--- src/rtl/lc3_mmio_if.sv ---
// lc3_mmio_if: core memory port, data memory, keyboard, display, interrupt and run-control signals
interface lc3_mmio_if;
   logic [15:0] mar;
   logic [15:0] mdr;
   logic        memwe;
   logic        memre;
   logic [15:0] mem_rdata;
   logic [15:0] cpu_rdata;
   logic        mem_we;
   logic        kb_valid;
   logic [7:0]  kb_data;
   logic        kb_ready;
   logic        dsp_valid;
   logic [7:0]  dsp_data;
   logic        dsp_ready;
   logic        kb_irq;
   logic        dsp_irq;
   logic        run;
   logic [7:0]  dsp_drop_cnt;
   modport master (
      output mar, mdr, memwe, memre, mem_rdata, kb_valid, kb_data, dsp_ready,
      input  cpu_rdata, mem_we, kb_ready, dsp_valid, dsp_data, kb_irq, dsp_irq, run, dsp_drop_cnt
   );
   modport slave (
      input  mar, mdr, memwe, memre, mem_rdata, kb_valid, kb_data, dsp_ready,
      output cpu_rdata, mem_we, kb_ready, dsp_valid, dsp_data, kb_irq, dsp_irq, run, dsp_drop_cnt
   );
endinterface

--- src/rtl/lc3_mmio.sv ---
// lc3_mmio: LC-3 device page decode with KBSR/KBDR/DSR/DDR/MCR, keyboard FIFO and display handshake
module lc3_mmio #(
   parameter int          KB_DEPTH = 4,
   parameter logic [15:0] DEV_BASE = 16'hFE00
) (
   input logic         clk,
   input logic         reset,
   lc3_mmio_if.slave   bus
);
   localparam int AW = $clog2(KB_DEPTH);
   localparam int CW = AW + 1;
   localparam logic [15:0] A_KBSR = DEV_BASE;
   localparam logic [15:0] A_KBDR = DEV_BASE + 16'd2;
   localparam logic [15:0] A_DSR  = DEV_BASE + 16'd4;
   localparam logic [15:0] A_DDR  = DEV_BASE + 16'd6;
   localparam logic [15:0] A_MCR  = 16'hFFFE;

   logic [7:0]    r_mem [KB_DEPTH];
   logic [AW-1:0] r_wp, r_rp;
   logic [CW-1:0] r_cnt;
   logic          r_kb_ie, r_dsp_ie, r_dsp_valid;
   logic [7:0]    r_dsp_data, r_drop;
   logic [15:0]   r_mcr;

   logic w_kbsr, w_kbdr, w_dsr, w_ddr, w_mcr, w_hit;
   logic w_empty, w_full, w_push, w_pop, w_ddr_wr;
   logic [15:0] w_rdata;

   assign w_kbsr   = bus.mar == A_KBSR;
   assign w_kbdr   = bus.mar == A_KBDR;
   assign w_dsr    = bus.mar == A_DSR;
   assign w_ddr    = bus.mar == A_DDR;
   assign w_mcr    = bus.mar == A_MCR;
   assign w_hit    = w_kbsr | w_kbdr | w_dsr | w_ddr | w_mcr;
   assign w_empty  = r_cnt == '0;
   assign w_full   = r_cnt == CW'(KB_DEPTH);
   assign w_push   = bus.kb_valid & ~w_full;
   assign w_pop    = bus.memre & w_kbdr & ~w_empty;
   assign w_ddr_wr = bus.memwe & w_ddr;

   always_comb begin
      w_rdata = w_kbsr ? {~w_empty, r_kb_ie, 14'b0} :
                w_kbdr ? (w_empty ? 16'h0000 : {8'h00, r_mem[r_rp]}) :
                w_dsr  ? {~r_dsp_valid, r_dsp_ie, 14'b0} :
                w_ddr  ? {8'h00, r_dsp_data} :
                w_mcr  ? r_mcr : bus.mem_rdata;
   end

   assign bus.cpu_rdata    = w_rdata;
   assign bus.mem_we       = bus.memwe & ~w_hit;
   assign bus.kb_ready     = ~w_full;
   assign bus.dsp_valid    = r_dsp_valid;
   assign bus.dsp_data     = r_dsp_data;
   assign bus.kb_irq       = ~w_empty & r_kb_ie;
   assign bus.dsp_irq      = ~r_dsp_valid & r_dsp_ie;
   assign bus.run          = r_mcr[15];
   assign bus.dsp_drop_cnt = r_drop;

   always_ff @(posedge clk)
      if (w_push) r_mem[r_wp] <= bus.kb_data;

   always_ff @(posedge clk or posedge reset) begin
      if (reset) begin
         r_wp        <= '0;
         r_rp        <= '0;
         r_cnt       <= '0;
         r_kb_ie     <= 1'b0;
         r_dsp_ie    <= 1'b0;
         r_dsp_valid <= 1'b0;
         r_dsp_data  <= 8'h00;
         r_drop      <= 8'h00;
         r_mcr       <= 16'h8000;
      end else begin
         if (w_push) r_wp <= r_wp + AW'(1);
         if (w_pop) r_rp <= r_rp + AW'(1);
         r_cnt <= r_cnt + CW'(w_push) - CW'(w_pop);
         if (bus.memwe & w_kbsr) r_kb_ie <= bus.mdr[14];
         if (bus.memwe & w_dsr) r_dsp_ie <= bus.mdr[14];
         if (bus.memwe & w_mcr) r_mcr <= bus.mdr;
         // a store seen while busy is lost, even if the handshake completes on this edge
         if (r_dsp_valid & bus.dsp_ready) r_dsp_valid <= 1'b0;
         else if (w_ddr_wr & ~r_dsp_valid) begin
            r_dsp_valid <= 1'b1;
            r_dsp_data  <= bus.mdr[7:0];
         end
         if (w_ddr_wr & r_dsp_valid & (r_drop != 8'hFF)) r_drop <= r_drop + 8'd1;
      end
   end
endmodule
--- src/flat_wrapper.sv ---
// flat-port wrapper written by rule: the top's interface ports become plain ports
module lc3_mmio_flat 
#(
   parameter int          KB_DEPTH = 4,
   parameter logic [15:0] DEV_BASE = 16'hFE00
)
  (clk, reset, bus_mar, bus_mdr, bus_memwe, bus_memre, bus_mem_rdata, bus_kb_valid, bus_kb_data, bus_dsp_ready, bus_cpu_rdata, bus_mem_we, bus_kb_ready, bus_dsp_valid, bus_dsp_data, bus_kb_irq, bus_dsp_irq, bus_run, bus_dsp_drop_cnt);
  lc3_mmio_if bus_i ();
  input logic clk;
  input logic reset;
  input wire logic [$bits(bus_i.mar)-1:0] bus_mar;
  input wire logic [$bits(bus_i.mdr)-1:0] bus_mdr;
  input wire logic [$bits(bus_i.memwe)-1:0] bus_memwe;
  input wire logic [$bits(bus_i.memre)-1:0] bus_memre;
  input wire logic [$bits(bus_i.mem_rdata)-1:0] bus_mem_rdata;
  input wire logic [$bits(bus_i.kb_valid)-1:0] bus_kb_valid;
  input wire logic [$bits(bus_i.kb_data)-1:0] bus_kb_data;
  input wire logic [$bits(bus_i.dsp_ready)-1:0] bus_dsp_ready;
  output wire logic [$bits(bus_i.cpu_rdata)-1:0] bus_cpu_rdata;
  output wire logic [$bits(bus_i.mem_we)-1:0] bus_mem_we;
  output wire logic [$bits(bus_i.kb_ready)-1:0] bus_kb_ready;
  output wire logic [$bits(bus_i.dsp_valid)-1:0] bus_dsp_valid;
  output wire logic [$bits(bus_i.dsp_data)-1:0] bus_dsp_data;
  output wire logic [$bits(bus_i.kb_irq)-1:0] bus_kb_irq;
  output wire logic [$bits(bus_i.dsp_irq)-1:0] bus_dsp_irq;
  output wire logic [$bits(bus_i.run)-1:0] bus_run;
  output wire logic [$bits(bus_i.dsp_drop_cnt)-1:0] bus_dsp_drop_cnt;
  assign bus_i.mar = bus_mar;
  assign bus_i.mdr = bus_mdr;
  assign bus_i.memwe = bus_memwe;
  assign bus_i.memre = bus_memre;
  assign bus_i.mem_rdata = bus_mem_rdata;
  assign bus_i.kb_valid = bus_kb_valid;
  assign bus_i.kb_data = bus_kb_data;
  assign bus_i.dsp_ready = bus_dsp_ready;
  assign bus_cpu_rdata = bus_i.cpu_rdata;
  assign bus_mem_we = bus_i.mem_we;
  assign bus_kb_ready = bus_i.kb_ready;
  assign bus_dsp_valid = bus_i.dsp_valid;
  assign bus_dsp_data = bus_i.dsp_data;
  assign bus_kb_irq = bus_i.kb_irq;
  assign bus_dsp_irq = bus_i.dsp_irq;
  assign bus_run = bus_i.run;
  assign bus_dsp_drop_cnt = bus_i.dsp_drop_cnt;
  lc3_mmio #(.KB_DEPTH(KB_DEPTH), .DEV_BASE(DEV_BASE)) u_core (.clk(clk), .reset(reset), .bus(bus_i));
endmodule
--- config.mk ---
export PLATFORM = sky130hd
export DESIGN_NAME = lc3_mmio_flat
export DESIGN_NICKNAME = d
export VERILOG_FILES = /design/src/rtl/lc3_mmio_if.sv /design/src/rtl/lc3_mmio.sv /design/src/flat_wrapper.sv
export SDC_FILE = /design/constraint.sdc
export NUM_CORES = 1
export LEC_CHECK = 0
export ABC_AREA = 0
export BUFFER_PORTS_ARGS = -buffer_cell sky130_fd_sc_hd__buf_2
export CORE_MARGIN = 2
export CORE_UTILIZATION = 57
export CTS_BUF_LIST = sky130_fd_sc_hd__clkbuf_4 sky130_fd_sc_hd__clkbuf_8
export CTS_CLUSTER_DIAMETER = 150
export DETAILED_ROUTE_END_ITERATION = 12
export PLACE_DENSITY = 0.86
export SKIP_LAST_GASP = 1
export SLEW_MARGIN = 20
export SYNTH_ARGS = -nofsm -noshare
export SYNTH_HDL_FRONTEND = slang
export SYNTH_SLANG_ARGS = --single-unit
--- constraint.sdc ---
create_clock -name clk -period 5.3 [get_ports clk]
set_input_delay 1.06 -clock clk [delete_from_list [all_inputs] [get_ports clk]]
set_output_delay 1.06 -clock clk [all_outputs]
set_load 0.01 [all_outputs]
Word level (Yosys, flattened, before mapping)
Memories as Yosys holds them, arrays and structs flattened.
Cells that the tools add are included.
Widths: inputs -> output; s select.
{ "word_totals": {"register_bits": 42, "latch_bits": 0, "ram_bits": 32, "rom_bits": 0, "input_bits": 62, "out_inout_bits": 38, "word_cells": 58, "mem_count": 1} }
{ "op_classes": {"addsub": 5, "n_mul": 0, "div": 0, "order_cmp": 0, "n_eq_ne": 7, "shifts": 0, "n_mux": 10, "bitwise_logic": 23, "reduce_logical": 3} }
{ "memory_table": {"columns": ["name", "words", "width", "read_ports", "rd_clocked_by_memory_dff", "wr", "line", "text"], "rows": [
  ["u_core.r_mem", 4, 8, 1, 0, 1, "lc3_mmio.sv:18", "logic [7:0] r_mem [KB_DEPTH];"]
]} }
{ "ops": {"columns": ["cell", "count"], "rows": [
  ["$eq 16x16->1 const B", 5],
  ["$mux 16", 5],
  ["$and 1x1->1", 14],
  ["$add 8x1->8 const B", 1],
  ["$mux 8", 1],
  ["$ne 8x8->1 const B", 1],
  ["$not 1->1", 5],
  ["$add 2x1->2 const B", 2],
  ["$mux 1", 4],
  ["$or 1x1->1", 4],
  ["$add 3x1->3", 1],
  ["$eq 3x3->1 const B", 1],
  ["$logic_not 3->1", 1],
  ["$sub 3x1->3", 1],
  ["$reduce_and 2->1", 1],
  ["$reduce_bool 2->1", 1]
]} }

Longest topological paths before layout
Gate-level depths: netlist (run 1).
{ "depth": {"depth_word": 7, "ltp_mapped": 12, "mapped_depth_nobuf": 10} }

Worst setup path before layout (run 1)
No wires, ideal clock.
{ "synth_path": {"path_type": "input to output", "startpoint": "in bus_mar[0]", "endpoint": "out bus_cpu_rdata[4]", "arrival_ns": 2.847, "required_ns": 4.240, "slack_ns": 1.393, "cell_stages": 5, "path_buffers": 1, "cell_sequence": "nand4b_1 > nor4_1 > clkbuf_1 > nand2_1 > a221oi_1"} }
{ "synth_via": {"elab_chain_len": 6, "word_cells_on_any_way": 10, "cone_classes": "eq/ne: 5; mux: 5"} }
{ "synth_lines": {"columns": ["element", "line", "text"], "rows": [
  ["from (decl)", "flat_wrapper.sv:11", "input wire logic [$bits(bus_i.mar)-1:0] bus_mar;"],
  ["$eq 16x16->1", "lc3_mmio.sv:33", "assign w_mcr = bus.mar == A_MCR;"],
  ["$mux 16", "lc3_mmio.sv:46", "w_mcr ? r_mcr : bus.mem_rdata;"],
  ["$mux 16", "lc3_mmio.sv:45", "w_ddr ? {8'h00, r_dsp_data} :"],
  ["$mux 16", "lc3_mmio.sv:44", "w_dsr ? {~r_dsp_valid, r_dsp_ie, 14'b0} :"],
  ["$mux 16", "lc3_mmio.sv:43", "w_kbdr ? (w_empty ? 16'h0000 : {8'h00, r_mem[r_rp]}) :"],
  ["$mux 16 (*)", "lc3_mmio.sv:42", "w_rdata = w_kbsr ? {~w_empty, r_kb_ie, 14'b0} :"],
  ["to (decl)", "flat_wrapper.sv:19", "output wire logic [$bits(bus_i.cpu_rdata)-1:0] bus_cpu_rdata;"]
]} }
Mark *: on every way between the ends. The rest lies on a longest branch, timed or not.

Worst setup path in the final report (run 1)
{ "layout_path": {"startpoint": "in bus_mar[3]", "endpoint": "out bus_cpu_rdata[7]"} }
Same word-level chain as after synthesis.

==> results of run 1 <==
[how the worst max path moves through the flow]
| stage | depth (start not counted) | end | from | slack, ns |
|---|---|---|---|---|
| 5_1_grt | 6 | bus_cpu_rdata[0] | bus_mar[3] | 1.08 |
| 4_1_cts | 6 | bus_cpu_rdata[0] | bus_mar[3] | 1.18 |
| 6_report | 6 | bus_cpu_rdata[7] | bus_mar[3] | 1.12 |
| 3_3_place_gp | 6 | bus_cpu_rdata[0] | bus_mar[3] | 1.19 |
| 3_5_place_dp | 6 | bus_cpu_rdata[0] | bus_mar[3] | 1.19 |
| 2_1_floorplan | 5 | bus_cpu_rdata[4] | bus_mar[0] | 1.39 |
[state kept, by name, indices dropped and copies added, names as in the netlist]
register / cells
u_core.bus.dsp_drop_cnt: 8
u_core.r_mem: 32
u_core.r_rp: 2
u_core.r_kb_ie: 1
u_core.bus.dsp_data: 8
u_core.r_wp: 2
u_core.r_dsp_ie: 1
u_core.r_cnt: 3
u_core.r_mcr: 16
u_core.bus.dsp_valid: 1
[cell usage after synthesis (3+ instances only)]
| cell type | instances | area [um^2] |
|---|---|---|
| dfrtp_1 | 41 | 1026 |
| nand4_1 | 5 | 31.28 |
| mux2_2 | 28 | 315.3 |
| nor2_1 | 4 | 15.01 |
| xnor2_1 | 4 | 35.03 |
| nor3_1 | 6 | 30.03 |
| nor4_1 | 6 | 37.54 |
| inv_1 | 10 | 37.54 |
| mux4_2 | 8 | 180.2 |
| and3_1 | 7 | 43.79 |
| a211oi_1 | 8 | 60.06 |
| nand3_1 | 4 | 20.02 |
| nand2b_1 | 8 | 50.05 |
| a21oi_1 | 7 | 35.03 |
| xor2_1 | 7 | 61.31 |
| nand2_1 | 36 | 135.1 |
| a22oi_1 | 8 | 60.06 |
| buf_1 | 3 | 11.26 |
| a221oi_1 | 8 | 70.07 |
| clkbuf_1 | 10 | 37.54 |
| mux2i_1 | 4 | 40.04 |
| ha_1 | 7 | 87.58 |
| edfxtp_1 | 32 | 960.9 |
[worst max-delay path, delay by kind of cell]
family	cells	cell delay [ns]
AND/OR/NAND/NOR	2	1.18
AO/OA/AOI/OAI	2	0.55
buffers and inverters	2	0.32
[stage by stage]
stage	cell area (um^2)	total power [mW]	worst slack (ns)	hold WS (ns)
after floorplan	3654	0.8488	1.393	0.4792
after global placement	4228	0.9129	1.192	0.4863
after detailed placement	4228	0.9333	1.185	0.4921
after CTS	4436	1.387	1.177	0.5040
after global routing	4436	1.445	1.084	0.5222
final	4438	1.375	1.124	0.5060
[cells by family (layout without fill, tap and decap cells)]
group	after synthesis	after routing	share of synthesized area, %
flip-flops	74	74	55.10
other	0	1	0
AND/OR/NAND/NOR	94	94	14.62
buffers and inverters	24	129	2.500
adder cells (fa/ha/maj)	8	8	2.945
XOR/XNOR	11	11	2.637
AO/OA/AOI/OAI	38	38	7.535
multiplexers	40	40	14.66
[layer usage]
metal | GRT usage, % | vias up | share of wire [%]
met5 | 0 | - | 0
met4 | 10.41 | 0 | 2.6
met3 | 5.737 | 21 | 7.7
met2 | 37.23 | 124 | 49
met1 | 30.69 | 1324 | 41
li1 | - | 1292 | -
[final cells by class]
type,count,area [um^2]
flip-flops and latches,74,2013
fillers,435,1839
multi-input cells,191,1555
repair buffers,103,525.5
clock buffers,9,123.9
well taps,77,96.34
clock inverters,7,83.83
inverters,10,37.54
diodes,1,2.502
[report_power, final]
part	total [mW]	switching, mW	internal [mW]
combinational	0.209	0.118	0.0905
sequential	0.710	0.0352	0.674
clock	0.457	0.230	0.227
==> flow_summary_export.csv, run 1 <==
group,metric,value,unit
logic_synthesis,synth_ff_type,"dfrtp_1",
detailed_routing,drtPass1Iterations,4,
cts,insertion_delay,0.34,ns
finish,final_cell_mix,"buf_2 (99), dfrtp_1 (41), nand2_1 (36), edfxtp_1 (32), mux2_2 (28)",
grt,antenna_found_initial,1,
logic_synthesis,ys_types,47,
worst_setup_path,max_stage_delay,0.61,ns
flow_run,maxCapViolCount,0,
placed_design,dp_cells,455,
timing,relSlewSlack,48.76,%
hold_path,holdCritPathClass,"reg2reg",
grt,grt_pass1_wl,12890,um
cts,post-cts-setup-buffers,0,
cts,clk_pin_slew_worst_paths,0.08,ns
hold_path,min_to,"u_core.bus.dsp_drop_cnt[5]$_DFFE_PP0P_",
finish,instances_no_fill,472,
logic_synthesis,yosysSeqAreaShare,55.10,%
worst_setup_path,rrSetupSlack,2.78,ns
hold_path,holdCritStartpoint,"u_core.bus.dsp_drop_cnt[5]$_DFFE_PP0P_",
detailed_routing,avgRoutedWirePerCell,17.00,um
worst_setup_path,cp.required,4.24,ns
power_and_ir_drop,power.leakage,2.035,nW
power_and_ir_drop,max-vdd-ir-drop,0.0002341,V
timing,worst_pin_slew,0.7686,ns
timing,layout_min_cycle_time,4.176,ns
placed_design,io_buffers,99,
worst_setup_path,crit_path_top_delay_cell,"nor4_4",
grt,grt_pass1_vias,2715,
finish,drive_gt1_share,41.88,%
timing,rsz0062_at_grt,"no",
logic_synthesis,syn_avg_cell_area,12.64,um^2
hold_path,holdPathStages,1,
worst_setup_path,crit_path_end_kind,"primary output",
grt,track_usage,23.44,%
floorplanning,initial_core_util,58.20,%
floorplanning,dieArea,7066,um^2
floorplanning,std_cell_rows,29,
cts,tritoncts,"done",
detailed_routing,drcViolationCount,0,
floorplanning,die_width,84.06,um
status,status,"complete, no violations",
worst_setup_path,path_cells,"buf_2, or4_4, nor4_4, a22oi_1, a221oi_1, buf_2",
worst_setup_path,crit_top_cell,"buf_2",
logic_synthesis,ys_ff_latch,74,
cts,cts_resized,0,
grt,grt_max_degree,43,
finish,fin_util,70.70,%
worst_setup_path,r2r_end,"u_core.r_cnt[2]$_DFF_PP0_",
worst_setup_path,critPathArrivalTime,3.12,ns
finish,layout-area-overhead-vs-synth,21.47,%
cts,cts.sinks,74,
floorplanning,boundaryPins,100,
finish,finalNetCount,459,
detailed_routing,avgViaCountPerCell,5.850,
detailed_routing,wl,8022,um
timing,setup_violations,0,
floorplanning,fp.dieH,84.06,um
timing,max_freq,239.5,MHz
power_and_ir_drop,cellPowerDensity,309.9,nW/um^2
cts,htree_levels,3,
detailed_routing,drt_iter0_drc,147,
worst_setup_path,crit_type,"in2out",
finish,mostFrequentLayoutCell,"buf_2",
logic_synthesis,ys_warn_count,0,
timing,hold_viol,0,
worst_setup_path,start_kind,"input port",
cts,cts-root-buf,"clkbuf_8",
logic_synthesis,async_flop_share,56.76,%
cts,cts_hold_buf,0,
timing,finalMaxSlewViolations,0,
timing,post-route-period-util,78.79,%
timing,finalSetupTns,0,ns
grt,overflow,0,
cts,numCtsBuffers,9,
worst_setup_path,r2r-start,"u_core.r_cnt[1]$_DFF_PP0_",
cts,clockBufferDepth,2,
logic_synthesis,syn_inst,289,
timing,fin_worst_skew,0.006836,ns
placed_design,globalplace.congestion,0.8621,
floorplanning,core_area,6277,um^2
detailed_routing,ant_nets,0,
worst_setup_path,worstPathMaxFanout,9,
logic_synthesis,synth_nets,359,
logic_synthesis,synth_area,3654,um^2
placed_design,dp_hpwl,5833,um
logic_synthesis,synth_edf_count,32,
worst_setup_path,reg2reg_depth,10,
detailed_routing,num_vias,2761,
Power figures use the tool's default switching activity.
==> inputs of run 2 (changes only) <==
- ABC_AREA: 0 -> 1
- CORE_UTILIZATION: 57 -> 50
- PLACE_DENSITY: 0.86 -> 0.79
- clock period: 5.3 -> 3.8 ns (I/O delays scaled with it)
==> flow_summary_export.csv, run 2 <==
group,metric,value,unit
worst_setup_path,start_kind,"input port",
floorplanning,boundaryPins,100,
power_and_ir_drop,power.leakage,2.320,nW
logic_synthesis,ys_warn_count,0,
logic_synthesis,synth_ff_type,"dfrtp_1",
finish,mostFrequentLayoutCell,"nand2_1",
logic_synthesis,async_flop_share,56.76,%
logic_synthesis,yosysSeqAreaShare,51.16,%
finish,final_cell_mix,"nand2_1 (155), buf_2 (99), nor2_1 (63), dfrtp_1 (41)",
logic_synthesis,syn_inst,475,
detailed_routing,drcViolationCount,0,
grt,grt_pass1_wl,15250,um
grt,overflow,0,
timing,rsz0062_at_grt,"no",
finish,fin_util,61.02,%
logic_synthesis,synth_commonest_cells,"nand2_1 (155), nor2_1 (63), dfrtp_1 (41), inv_1 (36), nand3_1 (35)",
timing,layout_min_cycle_time,3.046,ns
cts,insertion_delay,0.36,ns
timing,hold_viol,0,
detailed_routing,drtPass1Iterations,4,
logic_synthesis,synth_area,3935,um^2
worst_setup_path,cp.required,3.04,ns
floorplanning,core_area,7687,um^2
placed_design,io_buffers,99,
logic_synthesis,yosysTopAreaCell,"dfrtp_1",
timing,finalSetupTns,0,ns
finish,regMostFlops,"u_core.r_mem",
finish,antenna_cells,0,
worst_setup_path,crit_path_end_kind,"primary output",
grt,antenna_found_initial,0,
detailed_routing,wl,9491,um
timing,relSlewSlack,44.37,%
cts,cts_hold_buf,0,
cts,clk_pin_slew_worst_paths,0.09,ns
floorplanning,initial_core_util,51.19,%
timing,fin_worst_skew,0.01772,ns
cts,cts.sinks,74,
cts,htree_levels,3,
worst_setup_path,worstPathMaxFanout,13,
detailed_routing,avgViaCountPerCell,5.150,
finish,largest_reg_flops,32,
timing,max_freq,328.3,MHz
placed_design,globalplace.congestion,0.8601,
timing,post-route-period-util,80.16,%
cts,post-cts-setup-buffers,0,
cts,cts_resized,0,
detailed_routing,drt_iter0_drc,192,
status,status,"complete, no violations",
finish,fill_cells,693,
detailed_routing,avgRoutedWirePerCell,13.92,um
power_and_ir_drop,max-vdd-ir-drop,0.0002987,V
placed_design,dp_hpwl,6980,um
logic_synthesis,ys_ff_latch,74,
detailed_routing,ant_nets,0,
timing,setup_violations,0,
power_and_ir_drop,power,1.893,mW
floorplanning,std_cell_rows,32,
grt,grt_max_degree,29,
cts,cts-root-buf,"clkbuf_8",
logic_synthesis,synth_edf_count,32,
logic_synthesis,synth_top_area_share,26.07,%
cts,clockBufferDepth,2,
placed_design,dp_slack,0.7003,ns
timing,worst_pin_slew,0.8314,ns
logic_synthesis,syn_avg_cell_area,8.284,um^2
cts,numCtsBuffers,9,
worst_setup_path,crit_type,"in2out",
hold_path,holdCritPathClass,"in2async",
logic_synthesis,synth_nets,545,
worst_setup_path,critPathArrivalTime,2.29,ns
worst_setup_path,critPathLaunch,"bus_mar[13]",
logic_synthesis,ys_types,31,
worst_setup_path,r2r-start,"u_core.r_cnt[1]$_DFF_PP0_",
grt,grt_pass1_vias,3277,
finish,reg_top3,"u_core.r_mem (32), u_core.r_mcr (16)",
floorplanning,fp.dieH,92.72,um
power_and_ir_drop,cellPowerDensity,403.5,nW/um^2
finish,drive_gt1_share,24.83,%
timing,post-route-worst-setup-slack,0.7537,ns
finish,layout-area-overhead-vs-synth,19.21,%
finish,finalNetCount,645,
floorplanning,dieArea,8596,um^2
cts,tritoncts,"done",
grt,track_usage,22.83,%
floorplanning,die_width,92.72,um
detailed_routing,num_vias,3512,
logic_synthesis,synth.area.top_cells,"dfrtp_1 (26%), edfxtp_1 (24%), nand2_1 (15%)",
logic_synthesis,synth_most_common_cell,"nand2_1",
timing,finalMaxSlewViolations,0,
flow_run,maxCapViolCount,0,
## run 2: metal layers
metal | GRT usage, % | part of all wire, % | vias to the layer above
li1 | - | - | 1733
met1 | 29.57 | 42 | 1614
met2 | 37.77 | 49 | 142
met3 | 3.662 | 6.6 | 23
met4 | 10.66 | 2.6 | 0
met5 | 0 | 0 | -
## run 2: worst paths after layout
kind	endpoint	slack, ns	cells after the start
max in group asynchronous	u_core.r_mcr[15]$_DFFE_PP1P_	2.66	3
min	u_core.bus.dsp_drop_cnt[1]$_DFFE_PP0P_	0.36	2
max	bus_cpu_rdata[0]	0.75	10
min in group clk	u_core.r_mcr[11]$_DFFE_PP0P_	0.48	2
max reg2reg	u_core.r_cnt[2]$_DFF_PP0_	1.51	11
min reg2reg	u_core.r_mcr[11]$_DFFE_PP0P_	0.48	2
## run 2: through the flow
stage          cells  instance area, um^2  hold slack (ns)
5_1_grt          682                 4691           0.3927
6_report         682                 4691           0.3603
2_1_floorplan    475                 3935           0.4426
3_5_place_dp     666                 4504           0.4591
4_1_cts          682                 4691           0.3689
3_3_place_gp     666                 4504           0.4578
## run 2: cell type report
class,count,area (um^2),area share [%]
sequential,74,2013,42.92
multi-input combinational,348,1699,36.22
timing repair buffer,101,510.5,10.88
clock buffer,12,158.9,3.388
inverter,41,153.9,3.281
tap,102,127.6,2.721
clock inverter,4,27.53,0.5868
## run 2: logic make-up after synthesis
group           synth area share (%)
fa+ha+maj                      2.734
simple gates                   30.37
buf+inv                        5.659
xor+xnor                       2.226
compound gates                 7.854
flops                          51.16
## run 2: where the power goes
| part | switching, mW | leakage [nW] | total [mW] | internal, mW |
|---|---|---|---|---|
| Combinational | 0.223 | 1.38 | 0.342 | 0.119 |
| Clock | 0.298 | 0.0880 | 0.577 | 0.279 |
| Sequential | 0.0338 | 0.855 | 0.974 | 0.940 |
## run 2: critical path, cell delays in order
cell and delay, ns:
buf_2 0.08, nand2_1 0.05, nor2_2 0.17, inv_2 0.08
nor2_8 0.14, nand2_1 0.25, clkinv_1 0.26, nor2_1 0.08
a21oi_1 0.23, buf_2 0.18
==> inputs of run 3 (changes only) <==
- clock period: 3.8 -> 2.54 ns (I/O delays scaled with it)
==> flow_summary_export.csv, run 3 (synthesized netlist as in run 2, its figures left out) <==
group,metric,value,unit
cts,tritoncts,"done",
floorplanning,initial_core_util,51.19,%
floorplanning,core_area,7687,um^2
grt,track_usage,23.61,%
floorplanning,boundaryPins,100,
grt,grt_pass1_vias,3370,
grt,overflow,0,
cts,clk_pin_slew_worst_paths,0.07,ns
worst_setup_path,rrSetupSlack,0.20,ns
worst_setup_path,critPathArrivalTime,1.88,ns
detailed_routing,drt_iter0_drc,235,
worst_setup_path,crit_path_end_kind,"primary output",
finish,largest_reg_flops,32,
cts,numCtsBuffers,9,
finish,finalNetCount,660,
detailed_routing,num_vias,3540,
power_and_ir_drop,cellPowerDensity,633.6,nW/um^2
finish,mostFrequentLayoutCell,"nand2_1",
placed_design,dpl-instance-area,4579,um^2
timing,relSlewSlack,48.17,%
cts,insertion_delay,0.35,ns
timing,finalMaxSlewViolations,0,
power_and_ir_drop,power.leakage,2.435,nW
timing,setup_violations,0,
detailed_routing,wl,9689,um
finish,final_cell_mix,"nand2_1 (155), buf_2 (99), nor2_1 (63), dfrtp_1 (41), inv_1 (35)",
flow_run,maxCapViolCount,0,
worst_setup_path,critPathLaunch,"bus_mar[7]",
timing,holdWs,0.2777,ns
grt,grt_pass1_wl,15610,um
placed_design,io_buffers,99,
timing,max_freq,418.8,MHz
detailed_routing,ant_nets,0,
worst_setup_path,start_kind,"input port",
detailed_routing,drcViolationCount,0,
cts,htree_levels,3,
detailed_routing,avgRoutedWirePerCell,13.90,um
power_and_ir_drop,max-vdd-ir-drop,0.0004703,V
floorplanning,fp.dieH,92.72,um
timing,worst_pin_slew,0.7745,ns
grt,antenna_found_initial,0,
worst_setup_path,r2r-start,"u_core.r_cnt[1]$_DFF_PP0_",
hold_path,holdCritPathClass,"in2async",
finish,fin_util,63.57,%
worst_setup_path,r2r_end,"u_core.r_cnt[2]$_DFF_PP0_",
floorplanning,die_width,92.72,um
placed_design,globalplace.congestion,0.8291,
detailed_routing,drtPass1Iterations,4,
worst_setup_path,reg2reg_depth,11,
cts,clockBufferDepth,2,
cts,cts.sinks,74,
finish,fin_area,4887,um^2
placed_design,dp_hpwl,7155,um
cts,cts_hold_buf,0,
finish,layout-area-overhead-vs-synth,24.20,%
timing,layout_min_cycle_time,2.388,ns
finish,reg_top3,"u_core.r_mem (32), u_core.r_mcr (16)",
grt,grt_max_degree,43,
floorplanning,dieArea,8596,um^2
finish,regMostFlops,"u_core.r_mem",
finish,drive_gt1_share,27.39,%
floorplanning,std_cell_rows,32,
timing,hold_viol,0,
timing,post-route-period-util,94.01,%
worst_setup_path,crit_type,"in2out",
worst_setup_path,cp.required,2.03,ns
worst_setup_path,worstPathMaxFanout,12,
finish,antenna_cells,0,
detailed_routing,avgViaCountPerCell,5.079,
status,status,"complete, no violations",
cts,cts-root-buf,"clkbuf_8",
timing,fin_worst_skew,0.009657,ns
==> run 3: metal layers <==
| metal | global-route usage (%) | up-vias | wire length, um |
|---|---|---|---|
| li1 | - | 1758 | - |
| met1 | 29.34 | 1661 | 4022 |
| met2 | 40.82 | 109 | 4946 |
| met3 | 5.370 | 12 | 567 |
| met4 | 7.966 | 0 | 153 |
| met5 | 0 | - | 0 |
==> run 3: layout make-up <==
class / count / area [um^2]
fill: 678 / 2800
sequential: 74 / 2013
multi-input combinational: 348 / 1720
timing repair buffer: 116 / 623.1
inverter: 41 / 161.4
clock buffer: 11 / 138.9
tap: 102 / 127.6
clock inverter: 5 / 102.6
==> run 3: through the flow <==
step | cells | TNS (ns) | total power [mW] | setup slack, ns
final | 697 | 0 | 3.097 | 0.1521
after global routing | 697 | -0.006523 | 3.246 | -0.005967
after CTS | 692 | 0 | 3.118 | 0.01838
after detailed placement | 676 | -0.02926 | 2.011 | -0.02926
after global placement | 676 | 0 | 1.969 | 0.09448
after floorplan | 475 | 0 | 1.797 | 0.04398
==> run 3: how the worst max path moves through the flow <==
stage	to
after floorplan	u_core.r_cnt[2]$_DFF_PP0_
after global placement	bus_cpu_rdata[12]
after detailed placement	u_core.r_cnt[2]$_DFF_PP0_
after CTS	bus_cpu_rdata[13]
after global routing	bus_cpu_rdata[4]
final	bus_cpu_rdata[6]
==> run 3: what timing repair did <==
| item | 4_1_cts | 5_1_grt |
|---|---|---|
| resized for setup | 0 | 7 |
| setup buffers | 0 | 5 |
| endpoints found under the setup margin | 0 | 14 |
==> run 3: report_power, final <==
group	total (mW)	switching [mW]	internal [mW]
registers	1.46	0.0561	1.41
clock network	1.11	0.440	0.674
logic	0.520	0.333	0.187
==> run 3: worst max-delay path, stage by stage <==
cell and delay (ns):
buf_2 0.10, nor2_1 0.16, nand2_2 0.08, nor2_1 0.11, nand2_1 0.11, buf_4 0.20
clkinvlp_4 0.16, nor2_1 0.07, a21oi_1 0.21, buf_2 0.18
